--- config.mk ---
export PLATFORM = sky130hd
export DESIGN_NAME = prio_encoder_32x5_seq
export DESIGN_NICKNAME = d
export VERILOG_FILES = /design/src/rtl/prio_encoder_32x5_seq_pkg.sv /design/src/rtl/prio_encoder_32x5_seq_enc.sv /design/src/rtl/prio_encoder_32x5_seq.sv
export SDC_FILE = /design/constraint.sdc
export NUM_CORES = 1
export LEC_CHECK = 0
export CAP_MARGIN = 15
export CORE_UTILIZATION = 45
export CTS_BUF_LIST = sky130_fd_sc_hd__clkbuf_4
export DETAILED_ROUTE_END_ITERATION = 8
export GPL_TIMING_DRIVEN = 0
export PLACE_DENSITY_LB_ADDON = 0.05
export SETUP_SLACK_MARGIN = 0.05
export SYNTH_ARGS = -nofsm -noshare
export SYNTH_HDL_FRONTEND = slang
export SYNTH_SLANG_ARGS = --single-unit
--- constraint.sdc ---
create_clock -name clock -period 3.15 [get_ports clock]
set_input_delay 0.7875 -clock clock [delete_from_list [all_inputs] [get_ports clock]]
set_output_delay 0.7875 -clock clock [all_outputs]
set_load 0.005 [all_outputs]
--- src/rtl/prio_encoder_32x5_seq_pkg.sv ---
// Shared definitions for the sequential 32-to-5 priority encoder.
//   N     : number of request lines
//   W     : code width, clog2(N)
//   ofsm_e: output-stage state (EMPTY holds nothing, FULL holds a code)
package prio_encoder_32x5_seq_pkg;

  function automatic int clog2(input int v);
    int r;
    for (r = 0; (1 << r) < v; r++) begin
    end
    return r;
  endfunction

  localparam int N = 32;
  localparam int W = clog2(N);

  typedef enum logic {
    EMPTY = 1'b0,
    FULL  = 1'b1
  } ofsm_e;

endpackage

--- src/rtl/prio_encoder_32x5_seq_enc.sv ---
// Combinational 32-to-5 priority encoder; the highest set bit wins.
//   in  : 32 candidate lines
//   idx : index of the highest set line (0 when none set)
//   any : at least one line is set
module prio_enc_32x5
  import prio_encoder_32x5_seq_pkg::*;
(
  input  logic [31:0] in,
  output logic [4:0]  idx,
  output logic        any
);

  // Ascending scan so the last (highest) set bit overrides earlier ones.
  function automatic logic [3:0] enc16(input logic [15:0] v);
    logic [3:0] r;
    r = '0;
    for (int i = 0; i < 16; i++) begin
      if (v[i]) r = 4'(i);
    end
    return r;
  endfunction

  logic       any_hi;
  logic       any_lo;
  logic [3:0] idx_hi;
  logic [3:0] idx_lo;

  always_comb begin
    any_hi = |in[31:16];
    any_lo = |in[15:0];
    idx_hi = enc16(in[31:16]);
    idx_lo = enc16(in[15:0]);
    any    = any_hi | any_lo;
    // Upper half has strict priority over the lower half.
    idx    = any_hi ? {1'b1, idx_hi} : {1'b0, idx_lo};
  end

endmodule

--- src/rtl/prio_encoder_32x5_seq.sv ---
// Sequential 32-to-5 priority encoder with sticky pending set and a
// registered valid/ready output stage.
//   clock, reset_b : clock, asynchronous active-low reset
//   en, req        : capture enable and request pulses (sticky into pend)
//   code, valid    : granted index and its qualifier
//   ready          : consumer accepts code when valid & ready
//   pend           : registered pending set
//   overrun, clr_ovr : sticky "request hit an already-pending line" flag and its clear
module prio_encoder_32x5_seq
  import prio_encoder_32x5_seq_pkg::*;
(
  input  logic         clock,
  input  logic         reset_b,
  input  logic         en,
  input  logic [N-1:0] req,
  output logic [W-1:0] code,
  output logic         valid,
  input  logic         ready,
  output logic [N-1:0] pend,
  output logic         overrun,
  input  logic         clr_ovr
);

  ofsm_e        state_q;
  logic [W-1:0] code_q;
  logic [N-1:0] pend_q;
  logic         ovr_q;

  logic [N-1:0] pend_d;
  logic         ovr_d;
  logic [N-1:0] req_en;
  logic [N-1:0] claim_mask;
  logic [W-1:0] enc_idx;
  logic         enc_any;
  logic         load;

  // Encoder looks at the registered pending set only, never raw req.
  prio_enc_32x5 u_enc (
    .in  (pend_q),
    .idx (enc_idx),
    .any (enc_any)
  );

  always_comb begin
    req_en = en ? req : '0;
    // The stage takes a new code when empty, or when the current one is
    // accepted and something is still pending (back-to-back reload).
    load       = enc_any && ((state_q == EMPTY) || ready);
    claim_mask = load ? (N'(1) << enc_idx) : '0;
    // Clear the claimed bit first, then OR in arrivals so a set wins.
    pend_d = (pend_q & ~claim_mask) | req_en;
    // Set has priority over clr_ovr.
    ovr_d  = (|(req_en & pend_q & ~claim_mask)) | (ovr_q & ~clr_ovr);
  end

  always_ff @(posedge clock or negedge reset_b) begin
    if (!reset_b) begin
      state_q <= EMPTY;
      code_q  <= '0;
      pend_q  <= '0;
      ovr_q   <= 1'b0;
    end else begin
      pend_q <= pend_d;
      ovr_q  <= ovr_d;
      case (state_q)
        EMPTY: begin
          if (load) begin
            code_q  <= enc_idx;
            state_q <= FULL;
          end
        end
        FULL: begin
          if (load) begin
            code_q <= enc_idx;
          end else if (ready) begin
            state_q <= EMPTY;
          end
        end
        default: state_q <= EMPTY;
      endcase
    end
  end

  assign code    = code_q;
  assign valid   = (state_q == FULL);
  assign pend    = pend_q;
  assign overrun = ovr_q;

endmodule

==> impl_metrics.env <==
export IMPL_total_power_mw=1.25
export IMPL_ff_latch_area_sq_um=982
export IMPL_hold_viol=0
export IMPL_crit_path_start_kind="primary input"
export IMPL_syn_area_sq_um=2420
export IMPL_pin_count=76
export IMPL_cts_sinks=39
export IMPL_synth_cell_types=50
export IMPL_synth_top_area_frac=0.404
export IMPL_worst_slew_pin_slew_ns=0.644
export IMPL_drv_slew=0
export IMPL_ir_worst_vdd_mv=0.183
export IMPL_grt_overflow=0
export IMPL_dieArea_sq_um=5670
export IMPL_crit_path_end_kind="flop"
export IMPL_first_iter_violations=307
export IMPL_n_antenna_cell=0
export IMPL_synth_area_top_cells="dfrtp_1, nand2_1, a22o_1"
export IMPL_die_w_um=75.3
export IMPL_status="complete, no violations"
export IMPL_p_per_area_nw_per_um2=346
export IMPL_track_usage=0.313
export IMPL_synth_edf_count=0
export IMPL_slowest_delay_ns=0.53
export IMPL_routed_wl_mm=8.51
export IMPL_htree_levels=2
export IMPL_drc_errors=0
export IMPL_crit_family="simple AND/OR/NAND/NOR gates"
export IMPL_firstDrtPassIters=5
export IMPL_power_leakage_nw=1.31
export IMPL_syn_nets=316
export IMPL_finalSetupViolCount=0
export IMPL_grt_pass1_vias=2472
export IMPL_grt_pass1_wl_mm=12.8
export IMPL_cts_tree="yes"
export IMPL_coreArea_sq_um=5140
export IMPL_critPathMaxFanout=7
export IMPL_grt_max_degree=28
export IMPL_post_route_period_util=0.957
export IMPL_ant_nets=0
export IMPL_worstPathRequired_ns=3.40
export IMPL_gp_congestion=0.890
export IMPL_fin_hold_ws_ns=0.299
export IMPL_synthCells=279
export IMPL_ys_seq_elements=39
export IMPL_nFillCells=423
export IMPL_fin_ws_ns=0.134
export IMPL_slew_headroom=0.570
export IMPL_yosysMostFrequentCell="nand2_1"
export IMPL_start_util=0.470
export IMPL_r2r_end="overrun"
export IMPL_hpwl_mm=6.26
export IMPL_multi_input_area_sq_um=1550
export IMPL_synth_ff_type="dfrtp_1"
export IMPL_clock_skew_ns=0.00727
export IMPL_antenna_found_initial=1
export IMPL_final_nets=407
export IMPL_die_h_um=75.3
export IMPL_drive_above_1_share=0.167
export IMPL_reg2reg_depth=8
export IMPL_portBuffers=74
export IMPL_fp_row_count=26
export IMPL_synth_common_cells="nand2_1, dfrtp_1, nor2_1"
export IMPL_fmax_mhz=332
export IMPL_clock_root_buffer="clkbuf_4"
export IMPL_synth_top_cell_by_area="dfrtp_1"
export IMPL_yosys_warnings=0
export IMPL_hp_class="in2async"
export IMPL_avgSynthCellArea_sq_um=8.66
export IMPL_wl_per_cell_um=19.3
export IMPL_dp_slack_ns=-0.599
export IMPL_area_delta_synth_final_pct=49.4
export IMPL_vias=2729
export IMPL_crit_chain="clkdlybuf4s50_1, nand2b_4, nand2_2, or3_4, o21bai_4, o311a_1, or4_1, nor4_2, a31oi_1"
export IMPL_post_route_min_period_ns=3.02
export IMPL_cts_hold_buffers_added=0
export IMPL_viasPerCell=6.19
export IMPL_path_clk_slew_ns=0.13
export IMPL_clk_latency_ns=0.36
export IMPL_ys_seq_area_frac=0.404
export IMPL_r2r_setup_slack_ns=0.15
export IMPL_async_flop_share=1.00
export IMPL_final_setup_tns_ns=0
export IMPL_cts_buffer_depth=2
export IMPL_drv_cap=0
export IMPL_grt_setup_unrepaired="false"
export IMPL_cts_buffers_inserted=5
export IMPL_rr_startpoint="pend[5]"
export IMPL_cp_slowest_cell="or4_1"
export IMPL_crit_buf_inv=1
export IMPL_critPathKind="in2reg"
export IMPL_critical_path_arrival_ns=3.26
[power breakdown]
part / internal [mW] / total, mW / switching (mW)
clock: 0.256 / 0.438 / 0.181
combinational: 0.128 / 0.264 / 0.136
sequential: 0.521 / 0.549 / 0.0279
total: 0.905 / 1.25 / 0.345
[state kept, by name, summed over array words and instances (netlist names)]
signal / flops
pend: 32
code: 5
valid: 1
overrun: 1
[final cells by class]
class                   instances  area share
plain buffers                   8      0.0111
clock buffers                   6      0.0125
clock inverters                 2      0.0166
inverters                       6     0.00623
multi-input cells             226       0.430
flip-flops and latches         39       0.272
well taps                      70      0.0242
repair buffers                 84       0.228
[how the worst max path moves through the flow]
stage          cells after the start      end  slack (ns)  startpoint
3_3_place_gp                       9  overrun       -0.56       ready
2_1_floorplan                      7  overrun        0.34    pend[25]
4_1_cts                            8  overrun        0.07    pend[23]
6_report                           9  overrun        0.13       ready
3_5_place_dp                       9  overrun       -0.60       ready
5_1_grt                            7  overrun        0.03    pend[29]
[repair_timing]
action	CTS	global route
endpoints found under the setup margin	1	5
pin swaps	1	6
gates resized for setup	14	30
buffers inserted	2	7
[layer usage]
metal	GRT usage	vias up	share of wire
li1	-	1254	-
met1	0.426	1304	0.44
met2	0.481	149	0.45
met3	0.0754	20	0.082
met4	0.126	2	0.025
met5	0	-	0.0015
[kinds of logic (layout without fill, tap and decap cells)]
logic type | after synthesis | after routing | synth area share
flip-flops | 39 | 39 | 0.404
multiplexers | 1 | 1 | 0.00466
AO/OA/AOI/OAI | 95 | 95 | 0.298
AND/OR/NAND/NOR | 130 | 130 | 0.272
buffers and inverters | 14 | 106 | 0.0217
[through the flow]
step	cells	cell area, sq um	utilization
2_1_floorplan	279	2420	-
3_3_place_gp	423	3250	0.631
3_5_place_dp	424	3260	0.634
4_1_cts	434	3430	0.668
5_1_grt	441	3610	0.703
6_report	441	3610	0.703
[cells in the final DEF (no fill, tap or decap), drive strengths merged, types with 3 or more instances in the layout]
cell,n
clkdlybuf4s50,73
nand2,56
dfrtp,39
nor2,25
o21ai,25
a22o,14
clkbuf,14
buf,11
nor4,10
nand3,7
o311ai,7
or4,7
nor2b,6
inv,6
a21o,6
o31ai,6
nand2b,6
a21oi,4
o211ai,4
or3,4
o31a,3
a31oi,3
o311a,3
No activity file was read; power rests on OpenSTA's default activity.
